### src/rtl/shreg_pkg.sv
// Shared encodings for the shift register sequencer: op/sel codes and controller FSM states.
package shreg_pkg;

    localparam logic [1:0] OP_HOLD = 2'b00;
    localparam logic [1:0] OP_SHR  = 2'b01;
    localparam logic [1:0] OP_SHL  = 2'b10;
    localparam logic [1:0] OP_LOAD = 2'b11;

    typedef enum logic [1:0] {
        S_IDLE  = 2'b00,
        S_LOAD  = 2'b01,
        S_SHIFT = 2'b10,
        S_DONE  = 2'b11
    } state_t;

endpackage

### src/rtl/shreg_core.sv
// Shift register datapath: per-bit 4-to-1 mux (hold/shr/shl/load) feeding an async-reset D flop.
module shreg_core
    import shreg_pkg::*;
#(
    parameter int WIDTH = 4
) (
    input  logic             clk,
    input  logic             rst,
    input  logic [1:0]       sel,
    input  logic [WIDTH-1:0] din,
    input  logic             fill,
    output logic [WIDTH-1:0] q
);

    generate
        for (genvar gi = 0; gi < WIDTH; gi++) begin : g_bit
            logic right_src;
            logic left_src;
            logic bit_d;
            logic bit_q;

            // End bits take the fill bit instead of a neighbour.
            if (gi == WIDTH - 1) begin : g_msb
                assign right_src = fill;
            end else begin : g_mid_r
                assign right_src = q[gi+1];
            end

            if (gi == 0) begin : g_lsb
                assign left_src = fill;
            end else begin : g_mid_l
                assign left_src = q[gi-1];
            end

            always_comb begin
                bit_d = bit_q;
                case (sel)
                    OP_SHR:  bit_d = right_src;
                    OP_SHL:  bit_d = left_src;
                    OP_LOAD: bit_d = din[gi];
                    default: bit_d = bit_q;
                endcase
            end

            always_ff @(posedge clk or posedge rst) begin
                if (rst) bit_q <= 1'b0;
                else     bit_q <= bit_d;
            end

            assign q[gi] = bit_q;
        end
    endgenerate

endmodule

### src/rtl/shift_reg_ctrl.sv
// Command sequencer for the shift register datapath: hold, shift right/left N times, or load.
// Optional macro SHREG_ROTATE_EN adds a rotate input that recirculates the shifted-out bit.
module shift_reg_ctrl
    import shreg_pkg::*;
#(
    parameter int WIDTH = 4,
    parameter int CNT_W = 3
) (
    input  logic             clk,
    input  logic             rst,
    input  logic             start,
    input  logic [1:0]       op,
    input  logic [CNT_W-1:0] count,
    input  logic [WIDTH-1:0] din,
    input  logic             ser_in,
`ifdef SHREG_ROTATE_EN
    input  logic             rotate,
`endif
    output logic [1:0]       sel,
    output logic [WIDTH-1:0] q,
    output logic             busy,
    output logic             done
);

    state_t           state_q, state_d;
    logic [1:0]       op_q, op_d;
    logic [CNT_W-1:0] cnt_q, cnt_d;
    logic [WIDTH-1:0] din_q, din_d;
    logic             fill;

`ifdef SHREG_ROTATE_EN
    logic rot_q, rot_d;
`endif

    always_comb begin
        state_d = state_q;
        op_d    = op_q;
        cnt_d   = cnt_q;
        din_d   = din_q;
`ifdef SHREG_ROTATE_EN
        rot_d   = rot_q;
`endif
        case (state_q)
            S_IDLE: begin
                if (start) begin
                    op_d  = op;
                    cnt_d = count;
                    din_d = din;
`ifdef SHREG_ROTATE_EN
                    rot_d = rotate;
`endif
                    if (op == OP_LOAD)
                        state_d = S_LOAD;
                    else if ((op == OP_SHR || op == OP_SHL) && count != '0)
                        state_d = S_SHIFT;
                    else
                        state_d = S_DONE;
                end
            end
            S_LOAD:  state_d = S_DONE;
            S_SHIFT: begin
                // The edge that consumes the last programmed shift also leaves SHIFT.
                cnt_d = cnt_q - CNT_W'(1);
                if (cnt_q == CNT_W'(1))
                    state_d = S_DONE;
            end
            default: state_d = S_IDLE;
        endcase
    end

    always_ff @(posedge clk or posedge rst) begin
        if (rst) begin
            state_q <= S_IDLE;
            op_q    <= OP_HOLD;
            cnt_q   <= '0;
            din_q   <= '0;
`ifdef SHREG_ROTATE_EN
            rot_q   <= 1'b0;
`endif
        end else begin
            state_q <= state_d;
            op_q    <= op_d;
            cnt_q   <= cnt_d;
            din_q   <= din_d;
`ifdef SHREG_ROTATE_EN
            rot_q   <= rot_d;
`endif
        end
    end

    always_comb begin
        case (state_q)
            S_LOAD:  sel = OP_LOAD;
            S_SHIFT: sel = op_q;
            default: sel = OP_HOLD;
        endcase
    end

`ifdef SHREG_ROTATE_EN
    assign fill = rot_q ? ((op_q == OP_SHR) ? q[0] : q[WIDTH-1]) : ser_in;
`else
    assign fill = ser_in;
`endif

    assign busy = (state_q != S_IDLE);
    assign done = (state_q == S_DONE);

    shreg_core #(.WIDTH(WIDTH)) u_core (
        .clk  (clk),
        .rst  (rst),
        .sel  (sel),
        .din  (din_q),
        .fill (fill),
        .q    (q)
    );

endmodule

### config.mk
export PLATFORM = sky130hd
export DESIGN_NAME = shift_reg_ctrl
export DESIGN_NICKNAME = d
export VERILOG_FILES = /design/src/rtl/shreg_pkg.sv /design/src/rtl/shreg_core.sv /design/src/rtl/shift_reg_ctrl.sv
export SDC_FILE = /design/constraint.sdc
export NUM_CORES = 1
export LEC_CHECK = 0
export CORE_ASPECT_RATIO = 0.9
export CORE_UTILIZATION = 33
export CTS_CLUSTER_DIAMETER = 80
export DETAILED_ROUTE_END_ITERATION = 8
export DONT_BUFFER_PORTS = 1
export PLACE_DENSITY = 0.59
export SLEW_MARGIN = 20
export SYNTH_ARGS = -nofsm -noshare
export SYNTH_HDL_FRONTEND = slang
export SYNTH_SLANG_ARGS = --single-unit
### constraint.sdc
create_clock -name clk -period 1.3 [get_ports clk]
set_input_delay 0.13 -clock clk [delete_from_list [all_inputs] [get_ports clk]]
set_output_delay 0.13 -clock clk [all_outputs]
set_load 0.02 [all_outputs]
Word-level counts from Yosys, hierarchy flattened:

Index checks and enable logic that the tools add are counted.

* input bits: 13
* register bits after elaboration: 15
* output and inout port bits: 8
* logic and storage cells: 43

* reduce and logical (&&, ||, !) cells: 10
* mux-type cells: 12
* eq/ne operators: 12
* $add $sub $neg: 1

Operators with widths (number)
* $eq 2x2->1 const B: 6
* $pmux 1 s3: 4
* $eq 2x1->1 const B: 3
* $mux 2: 3
* $pmux 2 s3: 1
* $pmux 3 s2: 1
* $reduce_and 2->1: 3
* $reduce_bool 3->1: 2
* $ne 2x2->1 const B: 2
* $pmux 2 s2: 1
* $reduce_bool 2->1: 2
* $eq 3x1->1 const B: 1
* $mux 3: 1
* $sub 3x1->3 const B: 1
* $logic_not 2->1: 1
* $logic_and 1x1->1: 1
* $logic_or 1x1->1: 1
* $mux 1: 1

Logic depth before layout (Yosys ltp):

* depth after elaboration: 7
* gate-level depth with buffers: 7
* gate-level depth less buffers: 6

By module:

Synthesis repeated with hierarchy kept, for this count alone.

* cell total of the unflattened synthesis: 74
* area, all modules: 890.9 um^2

By module, submodules not included
* shift_reg_ctrl: times used 1, area an instance 651.9 um^2, sequential area each 275.3 um^2, cells an instance 61
* shreg_core: times used 1, area an instance 239.0 um^2, sequential area each 100.1 um^2, cells an instance 13

Least setup slack after synthesis:

OpenSTA, ideal clock, no wires.

* kind: register -> register
* from: reg state_q[0]
* to: reg din_q[0]
* data required time: 1.175 ns
* arrival: 1.228 ns
* cell stages (with the launch flop): 6
* period minus slack after synthesis: 1.353 ns
* library setup time: 0.125 ns
* buffers on the path: 1
* slack: -0.053 ns
* cell sequence: dfrtp_1 > inv_1 > ha_1 > buf_4 > nand2_2 > mux2_2

* word-level cells in the longest chain between the ends: 2

RTL lines
* from (decl): RTL line shift_reg_ctrl.sv:25 `state_t state_q, state_d;`
* from (signal assigned): RTL line shift_reg_ctrl.sv:81 `state_q <= state_d;`
* $logic_not 2->1: RTL line shift_reg_ctrl.sv:43 `case (state_q)`
* $reduce_and 2->1 (no source line)
* to (signal assigned): RTL line shift_reg_ctrl.sv:84 `din_q <= din_d;`
* to (decl): RTL line shift_reg_ctrl.sv:28 `logic [WIDTH-1:0] din_q, din_d;`

Every way passes these cells.
A chain may end at the register's enable or synchronous reset.

Worst setup path in the final report:

* from: reg state_q[1]
* to: out sel[1]

* word-level cells in the longest chain between the ends: 2
* elaborated cells between the ends (all ways): 3
* those cells by class: eq/ne (2); mux (1)

RTL lines
* $eq 2x2->1 / $eq 2x1->1 (equally long branches): RTL line shift_reg_ctrl.sv:92 `case (state_q)`
* $pmux 2 s2 (*): RTL line shift_reg_ctrl.sv:92
* to (decl): RTL line shift_reg_ctrl.sv:19 `output logic [1:0] sel,`

Every way passes the cells marked *; elsewhere a longest branch is shown, timed or not.

==> results.toml <==
[grt]
antenna_found_initial = 0
grt_pass1_vias = 872
grt-ovfl-total = 0
grt_pass1_wl_um = 4170
grt_max_degree = 16
grt_usage_pct = 16.9

[logic_synthesis]
yosysUniqueCellTypes = 29
ys_seq_elements = 15
synth_warnings = 0
netlist.area_leader.share_pct = 35.8
synthCells = 110
syn_nets = 130
syn_area_um2 = 1050
yosysSeqAreaShare_pct = 35.8
synth_xor_area_share_pct = 0
yosys.area_share.simple_pct = 13.5
ys.flop_type = "dfrtp_1"
synthArstFlopShare_pct = 100
ys_top_cells_by_area = "dfrtp_1 (36%), ha_1 (8.3%), mux2_2 (6.4%)"
synth_adder_area_share_pct = 8.34
avgSynthCellArea_um2 = 9.54
synthMuxAreaShare_pct = 6.44
synth_top_family_by_area = "compound AO/OA/AOI/OAI gates"
yosys.area.top_type = "dfrtp_1"
synth-compound-area-share_pct = 22.8
synth_edf_count = 0

[clock_network]
clockRootBuffer = "clkbuf_4"
clkSlewWorstSetupHoldPaths_ps = 100
insertion_delay_ps = 290
cts.sinks = 15
clk_path_buf_depth = 2
cts_buffers = 3
cts_tree = "done"
htree_levels = 1

[timing]
maxSlewHeadroom_pct = 59.7
worst_pin_slew_ps = 603
fin_crit_ps = 1460
tns_ps = -1570
finalMaxSlewViolations = 0
max_freq_ghz = 0.684
final-hold-violation-count = 0
finalClockSkew_ps = 2.93
rsz0062_at_grt = "yes"
final.setup.worst_slack_ps = -162
setup_viol = 16
fin_crit_sh_pct = 112
hold_ws_ps = 20.9

[critical_path]
reg2reg_depth = 6
crit_required_ps = 1170
path_class = "reg2out"
endpoint_kind = "primary output"
crit_start = "state_q[1]$_DFFE_PP0P_"
cp_max_fo = 6
reg2reg_from = "state_q[0]$_DFFE_PP0P_"
crit_arrival_ps = 1330
start_kind = "flip-flop"

[finish]
drive_above_1_share_pct = 44.7
n_antenna_cell = 0
stdcell_count = 174
layout.nets = 153
area_growth_pct = 37.4

[placement]
io_buffers = 0
hpwl_um = 1810
dp.cells = 158
place_ws_ps = -158
gp_congestion = 0.804

[detailed_routing]
first_iter_violations = 17
vias_per_cell = 4.84
drtAntennaViolNets = 0
routedWlPerCell_um = 14.6
wl_um = 2540
drtPass1Iterations = 3
post-route-drc-count = 0
vias = 843

[floorplan]
ios = 21
dieArea_um2 = 3410
rows = 19
coreArea_um2 = 3040
fp.dieH_um = 55.5
fp.dieW_um = 61.5
initial_core_util_pct = 34.5

[worst_hold_path]
hold_path_class = "in2reg"
holdCritStartpoint = "ser_in"
worstHoldPathCells = 2

[pwr]
p_per_area_nw_per_um2 = 2910
cellLeakagePower_nw = 0.605
vdd_drop_max_mv = 0.984
design_power_total_w = 0.00420

[outcome]
status = "finished with violations"
violations = "negative setup slack"

[job]
cap_violations = 0
-- flip-flops by register name, summed over array words and instances (netlist names) --
register / flops
cnt_q: 3
din_q: 4
op_q: 2
state_q: 2
u_core.g_bit.bit_q: 1
u_core.g_bit.right_src: 3
-- path summary, 6_finish.rpt --
check / slack [ps] / endpoint
setup / recovery: -160 / sel[1]
hold / removal: 20 / u_core.g_bit[0].bit_q$_DFFE_PP0P_
setup reg to reg: -160 / u_core.g_bit[2].right_src$_DFFE_PP0P_
hold reg to reg: 540 / din_q[0]$_DFFE_PP0P_
max in group asynchronous: 570 / u_core.g_bit[0].bit_q$_DFFE_PP0P_
min in group asynchronous: 340 / din_q[0]$_DFFE_PP0P_
-- cell families after synthesis --
family / after synthesis
AO/OA/AOI/OAI: 34
buffers and inverters: 23
adder cells (fa/ha/maj): 7
AND/OR/NAND/NOR: 25
flip-flops: 15
multiplexers: 6
-- synthesized netlist by cell type, types with 2 or more instances --
master / instances
a41oi_1: 4
nand3_1: 2
dfrtp_1: 15
o21ai_0: 2
mux2_2: 6
nor2b_1: 3
o21bai_1: 4
buf_4: 5
buf_6: 3
o21a_1: 2
ha_1: 7
o22ai_1: 3
inv_1: 13
nor2_1: 5
a21oi_1: 13
nand2_1: 10
-- metal layers --
layer | wire (um) | vias up | share of wire (%) | global-route usage [%]
li1 | - | 421 | - | -
met1 | 1190 | 403 | 47 | 22.4
met2 | 1250 | 17 | 49 | 26.4
met3 | 75 | 2 | 2.9 | 4.92
met4 | 27 | 0 | 1.1 | 4.76
met5 | 0 | - | 0 | 0
-- metrics by stage --
step | area (um^2) | util, %
after floorplan | 1070 | -
after global placement | 1140 | 37.6
after detailed placement | 1140 | 37.6
after CTS | 1390 | 45.6
after global routing | 1440 | 47.4
final | 1440 | 47.4
-- critical path, cell delays in order, from the launching register on --
cell and delay (ps):
dfrtp_1 420, inv_1 160, ha_4 250, a21oi_4 50, nor2b_4 170
-- repair_timing --
item,4_1_cts,5_1_grt
pin swaps,8,9
hold endpoints to repair,21,0
hold buffers,7,0
resized for setup,23,10
cloned,0,0
setup buffers,5,3
setup endpoints to repair,19,19
-- final cells by class --
type / instances / area, um^2
Inverter: 13 / 52.6
Timing Repair Buffer: 28 / 254
Clock buffer: 3 / 22.5
Tap cell: 42 / 52.6
Sequential cell: 15 / 375
Fill cell: 312 / 1600
Clock inverter: 1 / 7.51
Multi-Input combinational cell: 72 / 678
-- cells in the final DEF (no fill, tap or decap), drive strengths merged --
cell type    instances
nor2                 5
mux2                 6
ha                   7
dfrtp               15
clkinvlp             2
a31oi                2
buf                 21
dlygate4sd3          7
nand3                2
o31ai                2
nand2b               1
o22ai                3
a21oi               13
o21a                 2
inv                 12
a41oi                4
nor3                 1
o21ai                3
clkbuf               3
o21bai               4
nor2b                4
nand2               12
o311ai               1
-- where the power goes --
part	internal (W)	total (W)	leakage, nW	switching, W
Sequential	0.000718	0.00101	0.175	0.000294
Combinational	0.00147	0.00290	0.416	0.00144
Clock	0.000117	0.000284	0.0139	0.000167
Power figures use the tool's default switching activity.
==> RTL edit, RTL diff (same settings) <==
Make the reset (`rst`) synchronous in 2 clocked blocks. Comments in the files are not updated.
--- a/src/rtl/shreg_core.sv
+++ b/src/rtl/shreg_core.sv
@@ -44,3 +44,3 @@
 
-            always_ff @(posedge clk or posedge rst) begin
+            always_ff @(posedge clk) begin
                 if (rst) bit_q <= 1'b0;
--- a/src/rtl/shift_reg_ctrl.sv
+++ b/src/rtl/shift_reg_ctrl.sv
@@ -70,3 +70,3 @@
 
-    always_ff @(posedge clk or posedge rst) begin
+    always_ff @(posedge clk) begin
         if (rst) begin
Behaviour: differs if rst is asserted again (counterexample within 4 cycles, from zero or initial values and one cycle with rst high); with rst held inactive, the same outputs for 10 cycles.
==> RTL edit against the unedited design <==
  * The flow finishes with violations (DRC, setup timing)
  * Worst setup slack got worse by 0.046 ns
  * Routed wire length did not move
  * Synthesized area fell by 12%
  * Total power fell by 16%
  * Cell area fell by 4.0%
  * Critical endpoint is now sel[0]
  * Synthesized cell count rose by 8.2%
  * Highest routed layer unchanged
  * Sequential power fell by 30%
  * Sequential cell count did not move
  * Non-clock buffer count rose by 5
==> RTL edit: results (changes against the unedited design) <==
metric,value,unit,change
totalWireLength,2540,um,unchanged
chipWidth,57.7,um,was 61.5 um
drt-met1-wl,1110,um,was 1190 um
violations,"DRC, setup timing",,was setup timing
seqCellArea,305,um2,was 375 um2
postSynth.asyncResetShare,0,,was 1.00
cts_resized,37,,was 23
synth_fa_ha_area_frac,0.0951,,was 0.0834
nMultiInputCombCells,82,,was 72
dp_slack,-0.0740,ns,was -0.158 ns
timing.hold.ws,0.00985,ns,was 0.0209 ns
clock_skew,0.00658,ns,was 0.00293 ns
met3_usage,0.0672,,was 0.0492
cpPeakStageDelay,0.38,ns,was 0.42 ns
drc,2,,was 0
yosysUniqueCellTypes,26,,was 29
met2_length,1290,um,was 1250 um
netlist_instances,119,,was 110
synth_ff_type,dfxtp_1,,was dfrtp_1
final-nonclk-buf-share,0.214,,was 0.176
track_usage,0.185,,was 0.169
final_cell_area,0.00139,mm2,was 0.00144 mm2
place_congestion,0.810,,was 0.804
power_leakage,0.529,nW,was 0.605 nW
clock_cell_area_share,0.0190,,was 0.0208
synth_mux_area_frac,0.0340,,was 0.0644
timing.final.setup_violations,12,,was 16
worst_pin_slew,0.674,ns,was 0.603 ns
clock_buffers,4,,was 3
dpl_cell_area,0.00107,mm2,was 0.00114 mm2
synth_common_cells,"a21oi_1 (15), dfxtp_1 (15), inv_1 (11), nor2_1 (11), nand2_1 (10)",,"was dfrtp_1 (15), a21oi_1 (13), inv_1 (13)"
drive_above_1_share,0.415,,was 0.447
instances_no_fill,175,,was 174
vias,921,,was 843
pwr.group.clock,0.270,mW,was 0.284 mW
use_met1,0.206,,was 0.224
fin_ws,-0.209,ns,was -0.162 ns
drtIter0Drc,27,,was 17
tns,-1.52,ns,was -1.57 ns
ys_seq_area_frac,0.326,,was 0.358
grtUsageMet2,0.341,,was 0.264
p_int,1.95,mW,was 2.30 mW
multi_input_area,661,um2,was 678 um2
placedCellCount,159,,was 158
synth-compound-area-share,0.276,,was 0.228
firstDrtPassIters,6,,was 3
outcome,"finished, violations left",,unchanged
critPathSlowestCell,dfxtp_4,,was dfrtp_1
dr_wl_met3,135,um,was 75 um
dpl.hpwl,1680,um,was 1810 um
nFillCells,243,,was 312
r2r_slack,-0.19,ns,was -0.16 ns
## RTL edit: cell types whose count changed in the layout (fill, tap and decap cells not counted), sizes merged, moves of 3 or more
cell,before,now
dfrtp,15,0
dfxtp,0,15
nor2,5,12
o21ai,3,10
a211oi,0,5
mux2,6,1
nand3,2,7
a41oi,4,0
nor2b,4,0
o21bai,4,0
a21oi,13,16
buf,21,24
o22ai,3,0
## RTL edit: final timing paths
| check | startpoint | cells after the start | endpoint |
|---|---|---|---|
| worst max-delay path | state_q[1] | 6 | sel[0] |
| worst min-delay path | start | 2 | din_q[1] |
| worst max register to register | state_q[1] | 6 | cnt_q[2] |
| worst min register to register | din_q[3] | 2 | din_q[3] |
## RTL edit: logic make-up (layout without fill, tap and decap cells)
group | Yosys count | count (layout)
AO/OA/AOI/OAI | 40 | 40
AND/OR/NAND/NOR | 32 | 32
buffers and inverters | 22 | 50
flip-flops | 15 | 15
adder cells (fa/ha/maj) | 7 | 7
multiplexers | 3 | 3
